File: src/rtl/load_store_unit.sv
// Load/store sequencer between execute and io_bus: byte/half/word/double loads with
// extension, read-modify-write for sub-double stores. Optional fault checks: LSU_FAULT_EN.
module load_store_unit (
    input  logic        clk,
    input  logic        rst,
    input  logic        req_valid,
    output logic        req_ready,
    input  logic        req_op,
    input  logic [1:0]  req_size,
    input  logic        req_signed,
    input  logic [0:11] req_addr,
    input  logic [0:63] req_wdata,
    output logic        resp_valid,
    input  logic        resp_ready,
    output logic [0:63] resp_data,
    output logic        resp_fault,
    output logic [0:8]  bus_addr,
    output logic [0:63] bus_write_data,
    output logic        bus_write_enable,
    input  logic [0:63] bus_read_data,
    output logic [2:0]  fsm_state
);

    // Handshakes: a transfer happens on a rising edge where valid and ready are both high.
    // req_ready is high only in IDLE; resp_valid is high only in RESP and the response
    // (data and fault) is held stable until resp_ready completes the transfer.

    typedef enum logic [2:0] {
        IDLE    = 3'd0,
        RD_ADDR = 3'd1,
        RD_DATA = 3'd2,
        WR      = 3'd3,
        RESP    = 3'd4
    } state_t;

    state_t      state_q, state_d;
    logic        op_q;
    logic [1:0]  size_q;
    logic        signed_q;
    logic [2:0]  off_q;
    logic [63:0] wdata_q;

    logic        accept;
    logic        req_fault;
    logic [2:0]  req_off;
    logic [2:0]  req_low_mask;
    logic [2:0]  eff_off;

    logic [63:0] rd_word;
    logic [3:0]  end_byte;
    logic [3:0]  shift_bytes;
    logic [5:0]  shift_bits;
    logic [63:0] field;
    logic [63:0] data_mask;
    logic [63:0] load_val;
    logic [63:0] merged;

    assign accept  = req_valid && req_ready;
    assign req_off = req_addr[9:11];

    always_comb begin
        case (req_size)
            2'd0:    req_low_mask = 3'b000;
            2'd1:    req_low_mask = 3'b001;
            2'd2:    req_low_mask = 3'b011;
            default: req_low_mask = 3'b111;
        endcase
    end

`ifdef LSU_FAULT_EN
    logic fault_q;
    logic misaligned;

    assign misaligned = |(req_off & req_low_mask);
    // ex space (word address LSB clear) is read-only
    assign req_fault  = misaligned || (req_op && !req_addr[8]);
    assign eff_off    = req_off;
    assign resp_fault = fault_q && (state_q == RESP);

    always_ff @(posedge clk or negedge rst) begin
        if (!rst) fault_q <= 1'b0;
        else if (accept) fault_q <= req_fault;
    end
`else
    assign req_fault  = 1'b0;
    assign eff_off    = req_off & ~req_low_mask;
    assign resp_fault = 1'b0;
`endif

    // Byte 0 is the most significant byte, so the selected lane sits
    // (8 - offset - n) bytes above the numeric LSB.
    assign rd_word     = bus_read_data;
    assign end_byte    = {1'b0, off_q} + (4'd1 << size_q);
    assign shift_bytes = 4'd8 - end_byte;
    assign shift_bits  = {shift_bytes[2:0], 3'b000};
    assign field       = rd_word >> shift_bits;

    always_comb begin
        data_mask = 64'hFFFF_FFFF_FFFF_FFFF;
        load_val  = field;
        case (size_q)
            2'd0: begin
                data_mask = 64'h0000_0000_0000_00FF;
                load_val  = {{56{signed_q & field[7]}}, field[7:0]};
            end
            2'd1: begin
                data_mask = 64'h0000_0000_0000_FFFF;
                load_val  = {{48{signed_q & field[15]}}, field[15:0]};
            end
            2'd2: begin
                data_mask = 64'h0000_0000_FFFF_FFFF;
                load_val  = {{32{signed_q & field[31]}}, field[31:0]};
            end
            default: begin
                data_mask = 64'hFFFF_FFFF_FFFF_FFFF;
                load_val  = field;
            end
        endcase
    end

    assign merged = (rd_word & ~(data_mask << shift_bits)) |
                    ((wdata_q & data_mask) << shift_bits);

    always_comb begin
        state_d = state_q;
        case (state_q)
            IDLE: begin
                if (accept) begin
                    if (req_fault)           state_d = RESP;
                    else if (!req_op)        state_d = RD_ADDR;
                    else if (req_size == 2'd3) state_d = WR;
                    else                     state_d = RD_ADDR;
                end
            end
            RD_ADDR: state_d = RD_DATA;
            RD_DATA: state_d = op_q ? WR : RESP;
            WR:      state_d = RESP;
            RESP:    if (resp_ready) state_d = IDLE;
            default: state_d = IDLE;
        endcase
    end

    always_ff @(posedge clk or negedge rst) begin
        if (!rst) state_q <= IDLE;
        else      state_q <= state_d;
    end

    always_ff @(posedge clk or negedge rst) begin
        if (!rst) begin
            op_q           <= 1'b0;
            size_q         <= 2'd0;
            signed_q       <= 1'b0;
            off_q          <= 3'd0;
            wdata_q        <= 64'd0;
            bus_addr       <= 9'd0;
            bus_write_data <= 64'd0;
            resp_data      <= 64'd0;
        end else if (accept) begin
            op_q      <= req_op;
            size_q    <= req_size;
            signed_q  <= req_signed;
            off_q     <= eff_off;
            wdata_q   <= req_wdata;
            resp_data <= 64'd0;
            if (!req_fault) begin
                bus_addr <= req_addr[0:8];
                if (req_op && req_size == 2'd3) bus_write_data <= req_wdata;
            end
        end else if (state_q == RD_DATA) begin
            if (op_q) bus_write_data <= merged;
            else      resp_data      <= load_val;
        end
    end

    assign req_ready        = (state_q == IDLE);
    assign resp_valid       = (state_q == RESP);
    assign bus_write_enable = (state_q == WR);
    assign fsm_state        = state_q;

endmodule

File: config.mk
export PLATFORM = sky130hd
export DESIGN_NAME = load_store_unit
export DESIGN_NICKNAME = d
export VERILOG_FILES = /design/src/rtl/load_store_unit.sv
export SDC_FILE = /design/constraint.sdc
export NUM_CORES = 1
export LEC_CHECK = 0
export BUFFER_PORTS_ARGS = -buffer_cell sky130_fd_sc_hd__buf_2
export CAP_MARGIN = 15
export CORE_MARGIN = 2
export CORE_UTILIZATION = 37
export CTS_BUF_LIST = sky130_fd_sc_hd__clkbuf_4
export DETAILED_ROUTE_END_ITERATION = 7
export GPL_TIMING_DRIVEN = 1
export HOLD_SLACK_MARGIN = 0.02
export PLACE_DENSITY = 0.61
export SYNTH_ARGS = -nofsm -noshare
export SYNTH_HDL_FRONTEND = slang
export SYNTH_SLANG_ARGS = --single-unit
File: constraint.sdc
create_clock -name clk -period 4.66 [get_ports clk]
set_input_delay 0 -clock clk [delete_from_list [all_inputs] [get_ports clk]]
set_output_delay 0 -clock clk [all_outputs]
set_load 0.02 [all_outputs]
* Word level (Yosys, flattened, before mapping)
Cells that the tools add are included.
** Operators by class
- Reductions and logical operators :: 10
- Bitwise logic cells :: 9
- Equality and inequality tests :: 13
- $add $sub $neg :: 2
- Mux-type cells :: 16
- Shifts and indexed selects :: 4
** Operators with widths (number)
- 64-bit two-way mux :: 7
- 64-bit one-hot mux with 3 select lines :: 2
- 64-bit AND :: 2
- 64-bit by 6-bit left shift with 64-bit output :: 2
- 64-bit inverter :: 1
- 64-bit OR :: 1
- 64-bit by 6-bit >> shifter with 64-bit output :: 1
- 3-bit one-hot mux with 5 select lines :: 1
- 3-bit two-way mux :: 3
- 3-bit one-hot mux with 3 select lines :: 1
- 2-bit by 1-bit inequality test with 1-bit output, second input constant :: 4
- 2-bit equality test, second input constant :: 3
- 3-bit by 2-bit equality test with 1-bit output, second input constant :: 2
- 2-bit by 1-bit equality test with 1-bit output, second input constant :: 2
- 2-bit zero test :: 2
- 2-bit two-way mux :: 2
- 2-bit AND reduction :: 2
- 2-bit nonzero test :: 2
- 3-bit adder :: 1
- 1-bit AND :: 3
- 3-bit AND :: 1
- 3-bit by 1-bit equality test with 1-bit output, second input constant :: 1
- 3-bit equality test, second input constant :: 1
- 3-bit zero test :: 1
- other kinds (5) :: 6
** Storage, ports and cells
- Register bits after elaboration :: 211

* Depth between registers and ports, before layout
Gate-level depths: netlist of run 1.
- Word-level depth :: 10
- Mapped depth :: 15

* Worst setup path before layout of run 1
No wires, ideal clock.
- Path kind :: reg-to-reg
- Start :: register size_q[1]
- End :: register resp_data[41] (netlist name)
- Stages on the path, launching flop included :: 15
- Path slack :: 1243 ps
- Required time :: 4534 ps
- Arrival time :: 3291 ps
- Setup time :: 126 ps
- Clock period less this slack :: 3417 ps
- Cells stage by stage :: dfrtp_1 -> clkbuf_1 -> clkbuf_1 -> clkbuf_1 -> nor2_1 -> ha_1 -> inv_1 -> ha_1 -> buf_2 -> buf_2 -> clkbuf_1 -> mux4_2 -> nand2_1 -> o31ai_1 -> a221o_1
** Between the ends
- Cells in the longest elaborated chain, start to end :: 9
** Ends and longest elaborated chain
- start, declared :: line 38 : logic [1:0] size_q;
- start signal, assigned :: line 160 : size_q <= req_size;
- 1-bit by 2-bit left shift with 3-bit output :: line 93 : assign end_byte = {1'b0, off_q} + (4'd1 << size_q);
- 3-bit adder :: line 93
- 1-bit by 3-bit subtractor with 3-bit output :: line 94 : assign shift_bytes = 4'd8 - end_byte;
- 64-bit by 6-bit >> shifter with 64-bit output :: line 96 : assign field = rd_word >> shift_bits;
- 1-bit AND, on equally long branches :: line 108, 104
- 64-bit one-hot mux with 3 select lines (*) :: line 101 : case (size_q)
- 64-bit two-way mux (*) :: line 170 : if (op_q) bus_write_data <= merged;
- 64-bit two-way mux (*) :: line 169 : end else if (state_q == RD_DATA) begin
- 64-bit two-way mux (*) :: line 158 : end else if (accept) begin
- end signal, assigned :: line 171 : else resp_data <= load_val;
- end, declared :: line 15 : output logic [0:63] resp_data,
Every way passes the cells marked *; elsewhere a longest branch is shown, timed or not. The select of a mux whose other input is x is not followed.
A chain may end at the register's enable or synchronous reset.

* Worst setup path after layout of run 1
- Start :: register size_q[1]
- End :: register bus_write_data[31] (netlist name)
** Between the ends
- Cells in the longest elaborated chain, start to end :: 10
** Ends and longest elaborated chain
- 1-bit by 2-bit left shift with 3-bit output :: line 93
- 3-bit adder :: line 93
- 1-bit by 3-bit subtractor with 3-bit output :: line 94
- 64-bit by 6-bit left shift with 64-bit output :: line 121 : assign merged = (rd_word & ~(data_mask << shift_bits)) |
- 64-bit inverter :: line 121
- 64-bit AND :: line 121
- 64-bit OR (*) :: line 121
- 64-bit two-way mux (*) :: line 170
- 64-bit two-way mux (*) :: line 169
- 64-bit two-way mux (*) :: line 158
- end signal, assigned :: line 167 : if (req_op && req_size == 2'd3) bus_write_data <= req_wdata;
- end signal, assigned :: line 170
- end, declared :: line 18 : output logic [0:63] bus_write_data,
Marked as above.

==> flow_summary.ini, run 1 <==
[placement]
dpl.hpwl_um = 40800
gp_congestion = 0.923
portBuffers = 290

[clock_tree]
cts_made_buffers = 60
htreeDepth = 2
ctsResizeCount = 0
cts_buffer_depth = 3
insertion_delay_ns = 0.81
cts_sinks = 211
cts-root-buf = clkbuf_4
cts_tree = yes
path_clk_slew_ns = 0.08

[critical_path]
cp_max_fo = 55
reg2reg_slack_ns = 0.54
cp.arrival_ns = 4.86
r2r_start = size_q[1]
r2r_end = bus_write_data[31]
worst_r2r_path_depth = 9
worstSetupStartpointType = flop
critical_path_class = reg2reg
worst_setup_path_end_kind = flop
cp_data_required_time_ns = 5.41

[routing]
route.detailed.drc = 0
via_per_inst = 5.75
first_pass_iters = 8
antenna_left = 0
vias = 15200
drt_iter0_drc = 1505
wirelength_um = 60500
wl_per_cell_um = 23.0

[hold_path]
min_path_type = in2reg
hold-path-endpoint = bus_write_data[29]
min_from = req_wdata[29]
hold_depth = 4

[floorplan]
num_rows = 69
fp.dieH_um = 194
dieArea_um2 = 37500
coreArea_um2 = 35500
start_util = 0.375
die_w_um = 194
ios = 292

[synth]
syn-instance-count = 1569
synth_top_area_share = 0.397
avgSynthCellArea_um2 = 8.48
ys_warn_count = 0
synth_seq_area_share = 0.397
synth-edff-count = 0
synth_top_cells_by_area = dfrtp_1 (40%), nand2_1 (13%), o21ai_0 (5.0%), mux2i_1 (4.9%), mux4_2 (4.1%)
synth_area_leader_cell = dfrtp_1
synthesis.nets = 1721
syn_area_um2 = 13300
postSynth.asyncResetShare = 1.00
synth_top_flop_cell = dfrtp_1
synth_seq_cells = 211
synth_cell_types = 63

[final_layout]
mostFrequentLayoutCell = nand2_1
layout.nets = 2278
area_growth_pct = 43.4
fin_util = 0.538
mostFrequentLayoutCells = nand2_1 (443), dlygate4sd3_1 (316), buf_2 (289)
drive_above_1_share = 0.233

[power]
ir_drop_v = 0.000696
p_per_area_nw_per_um2 = 922
total_power_mw = 17.6
power_leakage_nw = 8.66

[global_route]
first_global_vias = 15300
grt_pass1_wl_um = 91900
antenna_found_initial = 3
grt-ovfl-total = 0
grt_util_all_layers = 0.317
grt_max_degree = 113

[sta]
final.period_utilization = 0.883
finalHoldViolCount = 0
period_minus_slack_ns = 4.12
rsz0062_at_grt = no
clock.fmax_ghz = 0.243
whs_ns = 0.0785
slew_violations = 0
relSlewSlack = 0.266
setup_viol = 0
fin_skew_ns = 0.0528
tightest_slew_ns = 1.10
setup_tns_ns = 0

[run_status]
status = completed

[job]
maxCapViolCount = 0
[area by class of cell]
type | instances | area (µm²)
Antenna cell | 3 | 7.51
Tap cell | 461 | 577
Clock buffer | 93 | 698
Sequential cell | 211 | 5280
Inverter | 14 | 52.6
Timing Repair Buffer | 640 | 4940
Multi-Input combinational cell | 1199 | 7440
Clock inverter | 16 | 90.1
Fill cell | 3257 | 16400
[cells by family (layout without fill, tap and decap cells)]
family          count (synthesis)  in the layout  synth area share
simple gates                  638            638             0.201
compound gates                420            420             0.214
flops                         211            211             0.397
buf+inv                       159            763            0.0496
mux                           132            132             0.127
fa+ha+maj                       4              4           0.00376
xor+xnor                        4              4           0.00771
other cells                     1              4          0.000282
[per-layer routing]
layer | part of all wire | wire [µm] | up-vias | global-route usage
li1 | - | - | 6756 | -
met1 | 0.40 | 24100 | 7319 | 0.406
met2 | 0.45 | 27500 | 860 | 0.492
met3 | 0.085 | 5120 | 232 | 0.0687
met4 | 0.063 | 3800 | 0 | 0.192
met5 | 0 | 0 | - | 0
[stage by stage]
step           instances  setup WS [ns]  cell area [µm²]
2_1_floorplan       1569           1.24            13300
3_3_place_gp        2208           1.07            15100
3_5_place_dp        2208          0.984            15100
4_1_cts             2634          0.631            19100
5_1_grt             2637          0.407            19100
6_report            2637          0.544            19100
[power breakdown]
group          internal [mW]  total, mW  leakage (nW)  switching [mW]
registers               2.56       3.24          2.66           0.683
logic                   4.49       12.5          5.52            8.04
clock network          0.956       1.84         0.473           0.879
total                   8.00       17.6          8.66            9.60
[timing repair]
| item | in CTS | in global routing |
|---|---|---|
| buffers inserted | 0 | 0 |
| hold endpoints to repair | 328 | 0 |
| hold buffers | 317 | 0 |
[synth_stat cells, types with 4 or more instances]
cell	n
o21ai_0	134
o211ai_1	11
o211a_1	7
a221o_1	16
and2_1	12
nor3_1	37
a211oi_1	47
a22oi_1	9
buf_2	33
buf_4	4
o21ai_1	39
mux2_2	41
ha_1	4
o21a_1	5
a311oi_1	8
nand3_1	32
a22o_1	8
inv_1	13
nand2_1	444
a2bb2oi_1	8
and3_1	8
and3b_1	9
clkbuf_1	96
a221oi_1	22
buf_1	11
a21boi_1	8
dfrtp_1	211
mux4_2	24
a21oi_1	28
mux2i_1	65
nor2b_1	13
nor2_1	59
o221ai_1	32
nand2b_1	10
o31ai_1	23
[critical path, cell delays in order, from the launching register on]
cell           delay [ns]
dfrtp_1              0.39
or2_2                0.50
ha_4                 0.25
ha_4                 0.72
buf_4                0.43
nor4_1               0.09
a31oi_1              0.49
nand3_1              0.30
a221oi_1             0.31
dlygate4sd3_1        0.58
[flip-flops by register name, indices dropped and copies added, names as in the netlist]
signal	cells
bus_write_data	64
resp_data	64
bus_addr	9
signed_q	1
off_q	3
wdata_q	64
fsm_state	3
size_q	2
op_q	1
[how the worst max path moves through the flow]
| stage | slack [ns] | depth (start not counted) | to | from |
|---|---|---|---|---|
| floorplan | 1.24 | 14 | resp_data[41] | size_q[1] |
| global placement | 1.07 | 9 | bus_write_data[14] | size_q[1] |
| detailed placement | 0.98 | 9 | bus_write_data[12] | size_q[1] |
| CTS | 0.63 | 10 | bus_write_data[31] | size_q[1] |
| global route | 0.41 | 9 | bus_write_data[31] | size_q[1] |
| finish | 0.54 | 9 | bus_write_data[31] | size_q[1] |
No activity file was read; power rests on OpenSTA's default activity.
==> run 2: changes to the inputs <==
Settings changed: CTS_BUF_LIST sky130_fd_sc_hd__clkbuf_4 to sky130_fd_sc_hd__clkbuf_8 sky130_fd_sc_hd__clkbuf_16.
==> run 2 against run 1 <==
Die area unchanged; count of clock-buffer cells in the layout down 59; routed wire length down 5.9%; setup slack better by 0.38 ns; sequential cell count unchanged; critical path depth unchanged; clock skew down 0.032 ns; utilization down 4.7 points; register-to-register slack better by 0.38 ns; cell area down 8.8%; critical path type unchanged.
==> flow_summary.ini, run 2 (same netlist as run 1, synthesis figures left out) <==
[floorplan]
start_util = 0.375
dieArea_um2 = 37500
fp.dieH_um = 194
ios = 292
num_rows = 69
die_w_um = 194
coreArea_um2 = 35500

[sta]
slew_violations = 0
clock.fmax_ghz = 0.267
tightest_slew_ns = 1.13
rsz0062_at_grt = no
period_minus_slack_ns = 3.74
finalHoldViolCount = 0
setup_viol = 0
setup_tns_ns = 0
final.period_utilization = 0.803
fin_skew_ns = 0.0212
relSlewSlack = 0.243

[global_route]
grt-ovfl-total = 0
grt_util_all_layers = 0.296
antenna_found_initial = 6
grt_pass1_wl_um = 86100
grt_max_degree = 113
first_global_vias = 13800

[placement]
portBuffers = 290
gp_congestion = 0.923
dpl.hpwl_um = 40800

[hold_path]
min_path_type = in2reg
hold_depth = 4

[routing]
wl_per_cell_um = 23.7
first_pass_iters = 7
wirelength_um = 57000
antenna_left = 0
via_per_inst = 5.85
route.detailed.drc = 0
drt_iter0_drc = 1388
vias = 14100

[critical_path]
cp_data_required_time_ns = 5.10
worst_r2r_path_depth = 9
critical_path_class = reg2reg
worstSetupStartpointType = flop
crit_slowest_cell = ha_4
cp_max_fo = 55
cp.arrival_ns = 4.18
max_stage_delay_ns = 0.72
worst_setup_path_end_kind = flop
cp_common_cell = ha_4
crit_chain = or2_2 -> ha_4 -> ha_4 -> buf_4 -> nand2_1 -> mux2_2 -> o221ai_2 -> o21ai_0 -> a211oi_1

[clock_tree]
cts_buffer_depth = 3
post-cts-setup-buffer-count = 0
cts-root-buf = clkbuf_16
path_clk_slew_ns = 0.06
cts_made_buffers = 25
htreeDepth = 1
insertion_delay_ns = 0.55
cts_tree = yes
cts_sinks = 211

[run_status]
status = completed

[final_layout]
mostFrequentLayoutCell = nand2_1
drive_above_1_share = 0.232
fill_cells = 3401
top_regs = bus_write_data (64), resp_data (64), wdata_q (64)
area_growth_pct = 30.9
mostFrequentLayoutCells = nand2_1 (443), buf_2 (289), dfrtp_1 (211)
layout.nets = 2071

[job]
maxCapViolCount = 0
## run 2: final cells by class
class                   instances  area [µm²]  area share
flip-flops and latches        211        5280       0.303
well taps                     461         577      0.0331
diodes                          5        12.5    0.000719
multi-input cells            1199        7440       0.427
inverters                      14        52.6     0.00302
clock buffers                  34         749      0.0430
repair buffers                468        3200       0.184
clock inverters                10         100     0.00575
## run 2: through the flow
stage	cell area (µm²)	setup WS [ns]	instances	hold WS, ns	util
6_report	17400	0.920	2402	0.0648	0.491
5_1_grt	17400	0.740	2402	0.0659	0.491
3_3_place_gp	15100	1.07	2208	0.150	0.426
2_1_floorplan	13300	1.24	1569	-0.296	-
4_1_cts	17400	0.990	2397	0.0544	0.490
3_5_place_dp	15100	0.984	2208	0.140	0.426
## run 2: path summary, 6_finish.rpt
check / to / startpoint / slack [ns]
max: bus_write_data[8] / size_q[1] / 0.92
min: bus_write_data[32] / bus_read_data[32] / 0.06
max reg2reg: bus_write_data[8] / size_q[1] / 0.92
min reg2reg: resp_data[48] / resp_data[48] / 0.47
max in group asynchronous: wdata_q[38] / rst / 3.39
min in group asynchronous: bus_addr[7] / rst / 0.09
## run 2: worst max-delay path: cells and delay by family, from the launching register on
kind,cells,cell delay (ns)
multiplexers,1,0.31
flip-flops,1,0.39
buffers and inverters,1,0.42
AND/OR/NAND/NOR,2,0.64
AO/OA/AOI/OAI,3,0.91
adder cells (fa/ha/maj),2,0.97
## run 2: repair_timing
item                      in CTS  in global routing
hold buffers                 145                  0
hold endpoints to repair     247                  0
gates resized for setup        0                  0
## run 2: per-layer routing
metal / vias to the layer above / global-route usage / wire length [µm]
met5: - / 0 / 0
met4: 0 / 0.146 / 3040
met3: 166 / 0.0449 / 4950
met2: 802 / 0.461 / 26100
met1: 6771 / 0.404 / 22800
li1: 6318 / - / -
Power of run 2 is not shown: default switching activity piles up to over one toggle a cycle in this logic, so the estimate is an artifact.
